## config.mk

```make
export PLATFORM = sky130hd
export DESIGN_NAME = uart_transmitter_flat
export DESIGN_NICKNAME = d
export VERILOG_FILES = /design/src/rtl/definitions_pkg.sv /design/src/rtl/uart_transmitter_if.sv /design/src/rtl/uart_transmitter.sv /design/src/flat_wrapper.sv
export SDC_FILE = /design/constraint.sdc
export NUM_CORES = 1
export LEC_CHECK = 0
export BUFFER_PORTS_ARGS = -buffer_cell sky130_fd_sc_hd__buf_2
export CAP_MARGIN = 20
export CORE_MARGIN = 2
export CORE_UTILIZATION = 50
export CTS_BUF_LIST = sky130_fd_sc_hd__clkbuf_4 sky130_fd_sc_hd__clkbuf_8
export CTS_CLUSTER_SIZE = 20
export DETAILED_ROUTE_END_ITERATION = 6
export PLACE_DENSITY = 0.7
export SETUP_SLACK_MARGIN = 0.1
export SLEW_MARGIN = 5
export SYNTH_ARGS = -nofsm -noshare
export SYNTH_HDL_FRONTEND = slang
export SYNTH_SLANG_ARGS = --single-unit
```

## constraint.sdc

```tcl
create_clock -name clk -period 2 [get_ports clk]
set_input_delay 0.2 -clock clk [delete_from_list [all_inputs] [get_ports clk]]
set_output_delay 0.2 -clock clk [all_outputs]
set_load 0.02 [all_outputs]
```

## src/rtl/definitions_pkg.sv

```systemverilog
// rtl/definitions_pkg.sv - shared serial-link constants and the transmitter state type
package definitions_pkg;

  localparam int CLOCK_RATE = 50_000_000;
  localparam int BAUD_RATE  = 115_200;

  typedef enum logic [1:0] {
    IDLE,
    START,
    DATA,
    STOP
  } tx_state_t;

endpackage

```

## src/rtl/uart_transmitter_if.sv

```systemverilog
// rtl/uart_transmitter_if.sv - byte request / serial line bundle for the UART transmitter
interface uart_transmitter_if;

  logic       enabled;
  logic       start;
  logic [7:0] in;
  logic       out;
  logic       busy;
  logic       done;

  modport master (
    output enabled, start, in,
    input  out, busy, done
  );

  modport slave (
    input  enabled, start, in,
    output out, busy, done
  );

endinterface

```

## src/rtl/uart_transmitter.sv

```systemverilog
// rtl/uart_transmitter.sv - 8N1 UART transmitter, LSB first, registered tx line
module uart_transmitter
  import definitions_pkg::*;
#(
  parameter int CLKS_PER_BIT = CLOCK_RATE / BAUD_RATE
) (
  input  logic              clk,
  input  logic              rst,
  uart_transmitter_if.slave bus
);

  localparam int              CW      = (CLKS_PER_BIT > 1) ? $clog2(CLKS_PER_BIT) : 1;
  localparam logic [CW-1:0]   LP_LAST = CW'(CLKS_PER_BIT - 1);

  tx_state_t     r_state;
  logic [CW-1:0] r_cnt;
  logic [2:0]    r_idx;
  logic [7:0]    r_shift;
  logic          r_out;
  logic          r_busy;
  logic          r_done;

  logic          w_bit_end;
  logic [2:0]    w_idx_next;

  assign w_bit_end  = (r_cnt == LP_LAST);
  assign w_idx_next = r_idx + 3'd1;

  always_ff @(posedge clk or posedge rst) begin
    if (rst) begin
      r_state <= IDLE;
      r_cnt   <= '0;
      r_idx   <= 3'd0;
      r_shift <= 8'h00;
      r_out   <= 1'b1;
      r_busy  <= 1'b0;
      r_done  <= 1'b0;
    end else if (!bus.enabled) begin
      // Abort silently: the dropped frame must never report done.
      r_state <= IDLE;
      r_cnt   <= '0;
      r_idx   <= 3'd0;
      r_out   <= 1'b1;
      r_busy  <= 1'b0;
      r_done  <= 1'b0;
    end else begin
      r_done <= 1'b0;
      r_cnt  <= w_bit_end ? '0 : r_cnt + 1'b1;
      case (r_state)
        IDLE: begin
          r_cnt <= '0;
          if (bus.start) begin
            r_state <= START;
            r_shift <= bus.in;
            r_idx   <= 3'd0;
            r_out   <= 1'b0;
            r_busy  <= 1'b1;
          end
        end
        START: begin
          if (w_bit_end) begin
            r_state <= DATA;
            r_idx   <= 3'd0;
            r_out   <= r_shift[0];
          end
        end
        DATA: begin
          if (w_bit_end) begin
            if (r_idx == 3'd7) begin
              r_state <= STOP;
              r_out   <= 1'b1;
            end else begin
              r_idx <= w_idx_next;
              r_out <= r_shift[w_idx_next];
            end
          end
        end
        STOP: begin
          if (w_bit_end) begin
            r_state <= IDLE;
            r_busy  <= 1'b0;
            r_done  <= 1'b1;
          end
        end
        default: r_state <= IDLE;
      endcase
    end
  end

  assign bus.out  = r_out;
  assign bus.busy = r_busy;
  assign bus.done = r_done;

endmodule

```

## src/flat_wrapper.sv

```systemverilog
// flat-port wrapper written by rule: the top's interface ports become plain ports
module uart_transmitter_flat import definitions_pkg::*;
#(
  parameter int CLKS_PER_BIT = CLOCK_RATE / BAUD_RATE
)
  (clk, rst, bus_enabled, bus_start, bus_in, bus_out, bus_busy, bus_done);
  uart_transmitter_if bus_i ();
  input  logic clk;
  input  logic rst;
  input wire logic [$bits(bus_i.enabled)-1:0] bus_enabled;
  input wire logic [$bits(bus_i.start)-1:0] bus_start;
  input wire logic [$bits(bus_i.in)-1:0] bus_in;
  output wire logic [$bits(bus_i.out)-1:0] bus_out;
  output wire logic [$bits(bus_i.busy)-1:0] bus_busy;
  output wire logic [$bits(bus_i.done)-1:0] bus_done;
  assign bus_i.enabled = bus_enabled;
  assign bus_i.start = bus_start;
  assign bus_i.in = bus_in;
  assign bus_out = bus_i.out;
  assign bus_busy = bus_i.busy;
  assign bus_done = bus_i.done;
  uart_transmitter #(.CLKS_PER_BIT(CLKS_PER_BIT)) u_core (.clk(clk), .rst(rst), .bus(bus_i));
endmodule
```

**Word-level counts from Yosys, hierarchy flattened**

Index checks and enable logic that the tools add are counted.

- Add/subtract/negate cells: 2
- Order comparisons: 1
- Eq/ne operators: 13
- Mux-type cells: 31
- Reductions and logical operators: 6

Operators by type and width:

| operator | number |
|---|---|
| $mux 9 | 3 |
| $mux 3 | 5 |
| $mux 1 | 12 |
| $mux 2 | 6 |
| $ne 3x2->1 const B | 4 |
| $reduce_and 5->1 | 2 |
| $add 9x1->9 const B | 1 |
| $eq 9x9->1 const B | 1 |
| $pmux 3 s3 | 1 |
| $pmux 2 s4 | 1 |
| $ne 3x3->1 const B | 2 |
| $reduce_and 3->1 | 2 |
| $eq 2x2->1 const B | 2 |
| $lt 3x4->1 const B | 1 |
| $ne 4x1->1 const B | 1 |
| $reduce_and 4->1 | 1 |
| $add 3x1->3 const B | 1 |
| $bmux 1 s3 | 1 |
| $eq 3x3->1 const B | 1 |
| $ne 3x1->1 const B | 1 |
| $pmux 1 s3 | 1 |
| $eq 2x1->1 const B | 1 |
| $logic_not 2->1 | 1 |
| $pmux 1 s2 | 1 |

- Bits in registers: 25
- Input bits: 12
- Output and inout port bits: 3
- Word-level logic and storage cells: 60

**Logic depth before layout (Yosys ltp)**

Gate-level depths: netlist (run 1).

- Depth after elaboration: 7
- Mapped depth: 7
- Depth with buffers taken out: 6

**Least setup slack after synthesis (run 1)**

No wires, ideal clock.

- Kind: flip-flop to flip-flop
- From: register u_core.r_idx[0]
- To: register u_core.r_out, in the netlist u_core.bus.out
- Library setup time: 0.077 ns
- Arrival time: 1.887 ns
- Data required time: 1.923 ns
- Path slack: 0.035 ns
- Cell stages (with the launch flop): 7
- Buffers on the path: 0
- Period minus slack after synthesis: 1.965 ns
- Path through: dfrtp_1 -> ha_1 -> ha_1 -> mux4_2 -> o31ai_1 -> a21oi_1 -> o21a_1

- Cells in the longest elaborated chain, start to end: 7
- Elaborated cells between the ends (all ways): 8
- Those cells by class: add/sub (1); eq/ne (1); mux (6)

Ends and longest elaborated chain:

| what | line | text |
|---|---|---|
| start: declaration | uart_transmitter.sv:17 | `logic [2:0] r_idx;` |
| start signal: assignment | uart_transmitter.sv:73 | `r_idx <= w_idx_next;` |
| $add 3x1->3 | uart_transmitter.sv:27 | `assign w_idx_next = r_idx + 3'd1;` |
| $bmux 1 s3 | uart_transmitter.sv:74 | `r_out <= r_shift[w_idx_next];` |
| $mux 1 (implied by the code) | uart_transmitter.sv:74 |  |
| $mux 1 * | uart_transmitter.sv:69 | `if (r_idx == 3'd7) begin` |
| $mux 1 * | uart_transmitter.sv:68 | `if (w_bit_end) begin` |
| $pmux 1 s3 * | uart_transmitter.sv:49 | `case (r_state)` |
| $mux 1 * | uart_transmitter.sv:38 | `end else if (!bus.enabled) begin` |
| end signal: assignment | uart_transmitter.sv:64 | `r_out <= r_shift[0];` |
| end signal: assignment | uart_transmitter.sv:74 |  |
| end: declaration | uart_transmitter.sv:19 | `logic r_out;` |

Mark *: on every way between the ends. The rest lies on a longest branch, timed or not. The select of a mux whose other input is x is not followed.
A chain may end at the register's enable or synchronous reset.

**Worst setup path in the final report (run 1)**

Ends and elaborated chain as after synthesis.

==> impl_metrics.toml, run 1 <==
[setup_path]
critPathTopFamily = "multiplexers"
endpoint_kind = "register"
cp_max_fo = 3
ff2ff_path_depth = 6
r2r_slack_ns = 0.08
arrival_ns = 2.19
crit_path_max_incr_delay_ns = 0.50
slowest_stage = "mux4_2"
start_kind = "register"
worst-setup-path-type = "reg -> reg"
crit_buf_inv = 0
required_ns = 2.28
cp.depth = 6
path_cells = "ha_2, ha_4, mux4_2, o31ai_2, a21oi_1, o21a_1"

[clocking]
h-tree-depth = 1
cts_tree = "built"
clockBufferDepth = 2
cts_root_buffer = "clkbuf_4"
cts_sinks = 25
numCtsBuffers = 3
clk_pin_slew_ns = 0.15
worstSkewPairLatency_ns = 0.32

[logic_synthesis]
synth.distinct_cells = 37
synthArstFlopShare_pct = 100
postSynth.topFlopCell = "dfrtp_1"
synth_seq_cells = 25
synthCells = 119
synth_warnings = 0
synth-edff-count = 0
syn_avg_cell_area_sq_um = 11.3
synth.net_count = 139
ys_seq_area_share_pct = 46.5
netlist_area_sq_um = 1350

[pwr]
p_per_area_nw_per_um2 = 993
power.total_mw = 1.56
leakagePower_nw = 0.675
peakVddDrop_uv = 754

[floorplan]
dieArea_sq_um = 3130
rows = 18
fp.dieW_um = 55.9
die_y_um = 55.9
pin_count = 15
start_util_pct = 53.5
core_area_sq_um = 2520

[finish]
final_area_sq_um = 1570
multi_input_area_sq_um = 696
fin_util_pct = 62.2
fillCellCount = 214
regArea_sq_um = 628
diodes = 0
mostFrequentLayoutCell = "dfrtp_1"
layout.cells.most_common_list = "23 x dfrtp_1, 14 x buf_2, 11 x nor2_1, 10 x inv_1"
area_growth_pct = 16.3
fin_nets = 165
final_cells = 174
drive_gt1_share_pct = 36.1

[drt]
wl_um = 2570
vias_per_cell = 5.76
dr.pass1.iters = 4
wl_per_cell_um = 14.8
ant_nets = 0
vias = 1002
drc = 0
drtIter0Drc = 13

[hold_path]
min_path_cells = 2
hold_class = "in -> reg"

[sta]
fin_hold_ws_ns = 0.0939
finalHoldViolations = 0
max_freq_ghz = 0.522
rsz0062_at_grt = "true"
slew_viol_final = 0
tightest_slew_ns = 0.404
post-route-min-period_ns = 1.92
fin_crit_sh_pct = 95.9
relSlewSlack_pct = 73.0
setup_viol_count_final = 0
finClkSkew_ns = 0.0134

[placement]
place_congestion = 0.790
placed_cell_area_sq_um = 1470
io_buffers = 14
placed_cells = 164
hpwl_um = 1840

[grt]
overflow = 0
grt_pass1_wl_um = 4450
grt_usage_pct = 17.9
antenna_found_initial = 0
grt_max_degree = 26
grt_pass1_vias = 999

[run]
maxCapViolCount = 0

[outcome]
status = "complete, no violations"
-- worst register-to-register path, stage by stage (launching register included) --
cell and delay (ns):
dfrtp_1 0.42, ha_2 0.20, ha_4 0.29, mux4_2 0.50, o31ai_2 0.19, a21oi_1 0.10
o21a_1 0.19
-- timing repair --
item | CTS | global route
pin swaps | 2 | 3
resized for setup | 1 | 6
endpoints found under the setup margin | 1 | 4
endpoints found under the hold margin | 24 | 0
buffers inserted | 1 | 4
hold buffers | 1 | 0
-- synthesized netlist by cell type (all sizes together) (2+ instances only) --
cell / instances / share of area (%)
dfrtp: 24 / 45
nor2: 12 / 3.3
inv: 10 / 2.8
ha: 8 / 7.4
mux2: 8 / 6.7
nand3: 6 / 2.2
o21ai: 5 / 1.9
xnor2: 5 / 3.2
o21a: 4 / 2.2
nand2: 3 / 0.83
nand4: 3 / 1.4
a21oi: 2 / 0.74
mux4: 2 / 3.3
nor3: 2 / 0.74
o211ai: 2 / 1.1
xor2: 2 / 1.3
-- path summary, 6_finish.rpt --
kind                                          end             from
min in group asynchronous       u_core.r_shift[0]              rst
worst max-delay path               u_core.bus.out  u_core.r_idx[0]
max in group asynchronous          u_core.bus.out              rst
worst min register to register    u_core.r_cnt[0]  u_core.r_cnt[0]
worst max register to register     u_core.bus.out  u_core.r_idx[0]
worst min-delay path            u_core.r_shift[2]        bus_in[2]
-- routing by layer --
layer | vias up | wire length [um] | GRT usage (%)
li1 | 475 | - | -
met1 | 505 | 1110 | 24.6
met2 | 20 | 1350 | 29.3
met3 | 2 | 99 | 2.09
met4 | 0 | 15 | 7.14
met5 | - | 0 | 0
-- state kept, by name, summed over array words and instances, names as in the netlist --
register	cells
u_core.r_shift	8
u_core.r_state	2
u_core.bus.busy	1
u_core.r_cnt	9
u_core.bus.out	1
u_core.r_idx	3
u_core.bus.done	1
-- layout make-up --
| type | instances | area share, % |
|---|---|---|
| repair buffers | 23 | 8.93 |
| well taps | 30 | 2.39 |
| clock inverters | 1 | 0.478 |
| flip-flops and latches | 25 | 40.0 |
| inverters | 10 | 2.39 |
| clock buffers | 3 | 1.44 |
| multi-input cells | 82 | 44.3 |
-- where the power goes --
part	switching, mW	internal (mW)
combinational	0.306	0.295
sequential	0.0927	0.635
clock	0.154	0.0763
total	0.552	1.01
-- logic make-up after synthesis --
group | count (synthesis) | synth area share, %
and+or+nand+nor | 35 | 15.3
DFF | 25 | 46.5
AOI/OAI and AO/OA | 21 | 10.9
buffers and inverters | 12 | 4.64
muxes | 11 | 10.8
adders and majority gates | 8 | 7.42
xor gates and xnor gates | 7 | 4.55
-- through the flow --
step                TNS [ns]  worst slack (ns)
floorplan                  0             0.110
global placement           0             0.120
detailed placement         0            0.0758
CTS                        0            0.0821
global route        -0.00598          -0.00598
finish                     0            0.0828
Note: power is estimated with default switching activity, not from simulation.
==> run 2: changes to the inputs <==
PLACE_DENSITY = 0.72   (was 0.7)
==> impl_metrics.toml, run 2 (same netlist as run 1, synthesis figures left out) <==
[outcome]
status = "complete, no violations"

[finish]
fin_nets = 164
final_cells = 173
largestRegisters = "u_core.r_cnt (9), u_core.r_shift (8), u_core.r_idx (3)"
largest_reg_flops = 9
area_growth_pct = 14.9
diodes = 0
regMostFlops = "u_core.r_cnt"
final_area_sq_um = 1550
mostFrequentLayoutCell = "dfrtp_1"
layout.cells.most_common_list = "24 x dfrtp_1, 14 x buf_2, 11 x nor2_1, 10 x inv_1, 8 x mux2_2"
drive_gt1_share_pct = 34.3
fin_util_pct = 61.5

[floorplan]
die_y_um = 55.9
start_util_pct = 53.5
fp.dieW_um = 55.9
pin_count = 15
rows = 18
core_area_sq_um = 2520
dieArea_sq_um = 3130

[placement]
place_congestion = 0.862
place_ws_ns = 0.0628
placed_cells = 165
io_buffers = 14
placed_cell_area_sq_um = 1480
hpwl_um = 1900

[sta]
slew_viol_final = 0
relSlewSlack_pct = 72.9
max_freq_ghz = 0.521
post-route-min-period_ns = 1.92
fin_crit_sh_pct = 96.0
worst_slack_ns = 0.0803
finalHoldViolations = 0
tns_ns = 0
rsz0062_at_grt = "true"
finClkSkew_ns = 0.0104
tightest_slew_ns = 0.405
setup_viol_count_final = 0

[hold_path]
min_from = "bus_in[1]"
min_path_cells = 2
hold_class = "in -> reg"
min_to = "u_core.r_shift[1]"

[grt]
grt_pass1_vias = 975
grt_max_degree = 26
antenna_found_initial = 0
grt_pass1_wl_um = 4330
overflow = 0
grt_usage_pct = 17.7

[setup_path]
endpoint_kind = "register"
ff2ff_path_depth = 6
start_kind = "register"
crit_path_max_incr_delay_ns = 0.51
required_ns = 2.26
arrival_ns = 2.18
worst-setup-path-type = "reg -> reg"
rr_startpoint = "u_core.r_idx[0]"
path_cells = "ha_2, ha_4, mux4_2, o31ai_2, a21oi_1, o21a_1"
r2r_slack_ns = 0.08
r2r-end = "u_core.bus.out"
cp_max_fo = 3
slowest_stage = "mux4_2"

[pwr]
leakagePower_nw = 0.673
p_per_area_nw_per_um2 = 993
peakVddDrop_uv = 616

[clocking]
cts_sinks = 25
cts_tree = "built"
numCtsBuffers = 3
h-tree-depth = 1
cts_root_buffer = "clkbuf_4"
clockBufferDepth = 2
clk_pin_slew_ns = 0.14
worstSkewPairLatency_ns = 0.33

[run]
maxCapViolCount = 0

[drt]
ant_nets = 0
dr.pass1.iters = 4
vias_per_cell = 5.53
vias = 957
drtIter0Drc = 27
wl_per_cell_um = 14.6
wl_um = 2520
drc = 0
## run 2: changes by cell type in the layout (fill, tap and decap cells not counted), sizes merged
cell and delta:
buf -1, clkinv +1, clkinvlp -1
## run 2: final cells by class
cell class	count	area, sq um
Timing Repair Buffer	22	133
Inverter	10	37.5
Clock buffer	3	22.5
Multi-Input combinational cell	82	688
Sequential cell	25	627
Tap cell	30	37.5
Fill cell	209	972
Clock inverter	1	5.00
## run 2: repair_timing
| action | in CTS | in global routing |
|---|---|---|
| endpoints found under the hold margin | 24 | 0 |
| setup endpoints to repair | 1 | 4 |
| setup buffers | 1 | 2 |
| resized for setup | 0 | 4 |
| pin swaps | 0 | 1 |
| hold buffers | 1 | 0 |
## run 2: per-layer routing
layer  track usage, %  part of all wire [%]  vias to the layer above  routed length [um]
met5                0                     0                        -                   0
met4             7.48                   1.2                        0                  30
met3             3.49                   3.8                        4                  97
met2             27.7                    46                       18                1150
met1             23.9                    49                      466                1240
li1                 -                     -                      469                   -
## run 2: how the worst max path moves through the flow
stage / cells past startpoint / to / slack (ns) / startpoint
after CTS: 6 / u_core.bus.out / 0.05 / u_core.r_idx[0]
after global placement: 6 / u_core.bus.out / 0.14 / u_core.r_idx[0]
after detailed placement: 6 / u_core.bus.out / 0.06 / u_core.r_idx[1]
after global routing: 6 / u_core.bus.out / -0.001 / u_core.r_idx[0]
final: 6 / u_core.bus.out / 0.08 / u_core.r_idx[0]
after floorplan: 6 / u_core.bus.out / 0.11 / u_core.r_idx[0]
## run 2: power breakdown
group	switching (mW)	internal, mW	total [mW]
combinational	0.296	0.296	0.592
clock	0.154	0.0750	0.229
sequential	0.0846	0.635	0.719
total	0.534	1.01	1.54
## run 2: critical path, delay by kind of cell (launching register included)
family,cells,cell delay [ns]
muxes,1,0.51
adders and majority gates,2,0.49
AOI/OAI and AO/OA,3,0.46
DFF,1,0.41
## run 2: per-stage QoR
step	total power, mW	hold WS [ns]
detailed placement	1.31	0.264
global route	1.65	0.0797
finish	1.54	0.0910
floorplan	1.15	0.227
global placement	1.28	0.259
CTS	1.54	0.0894
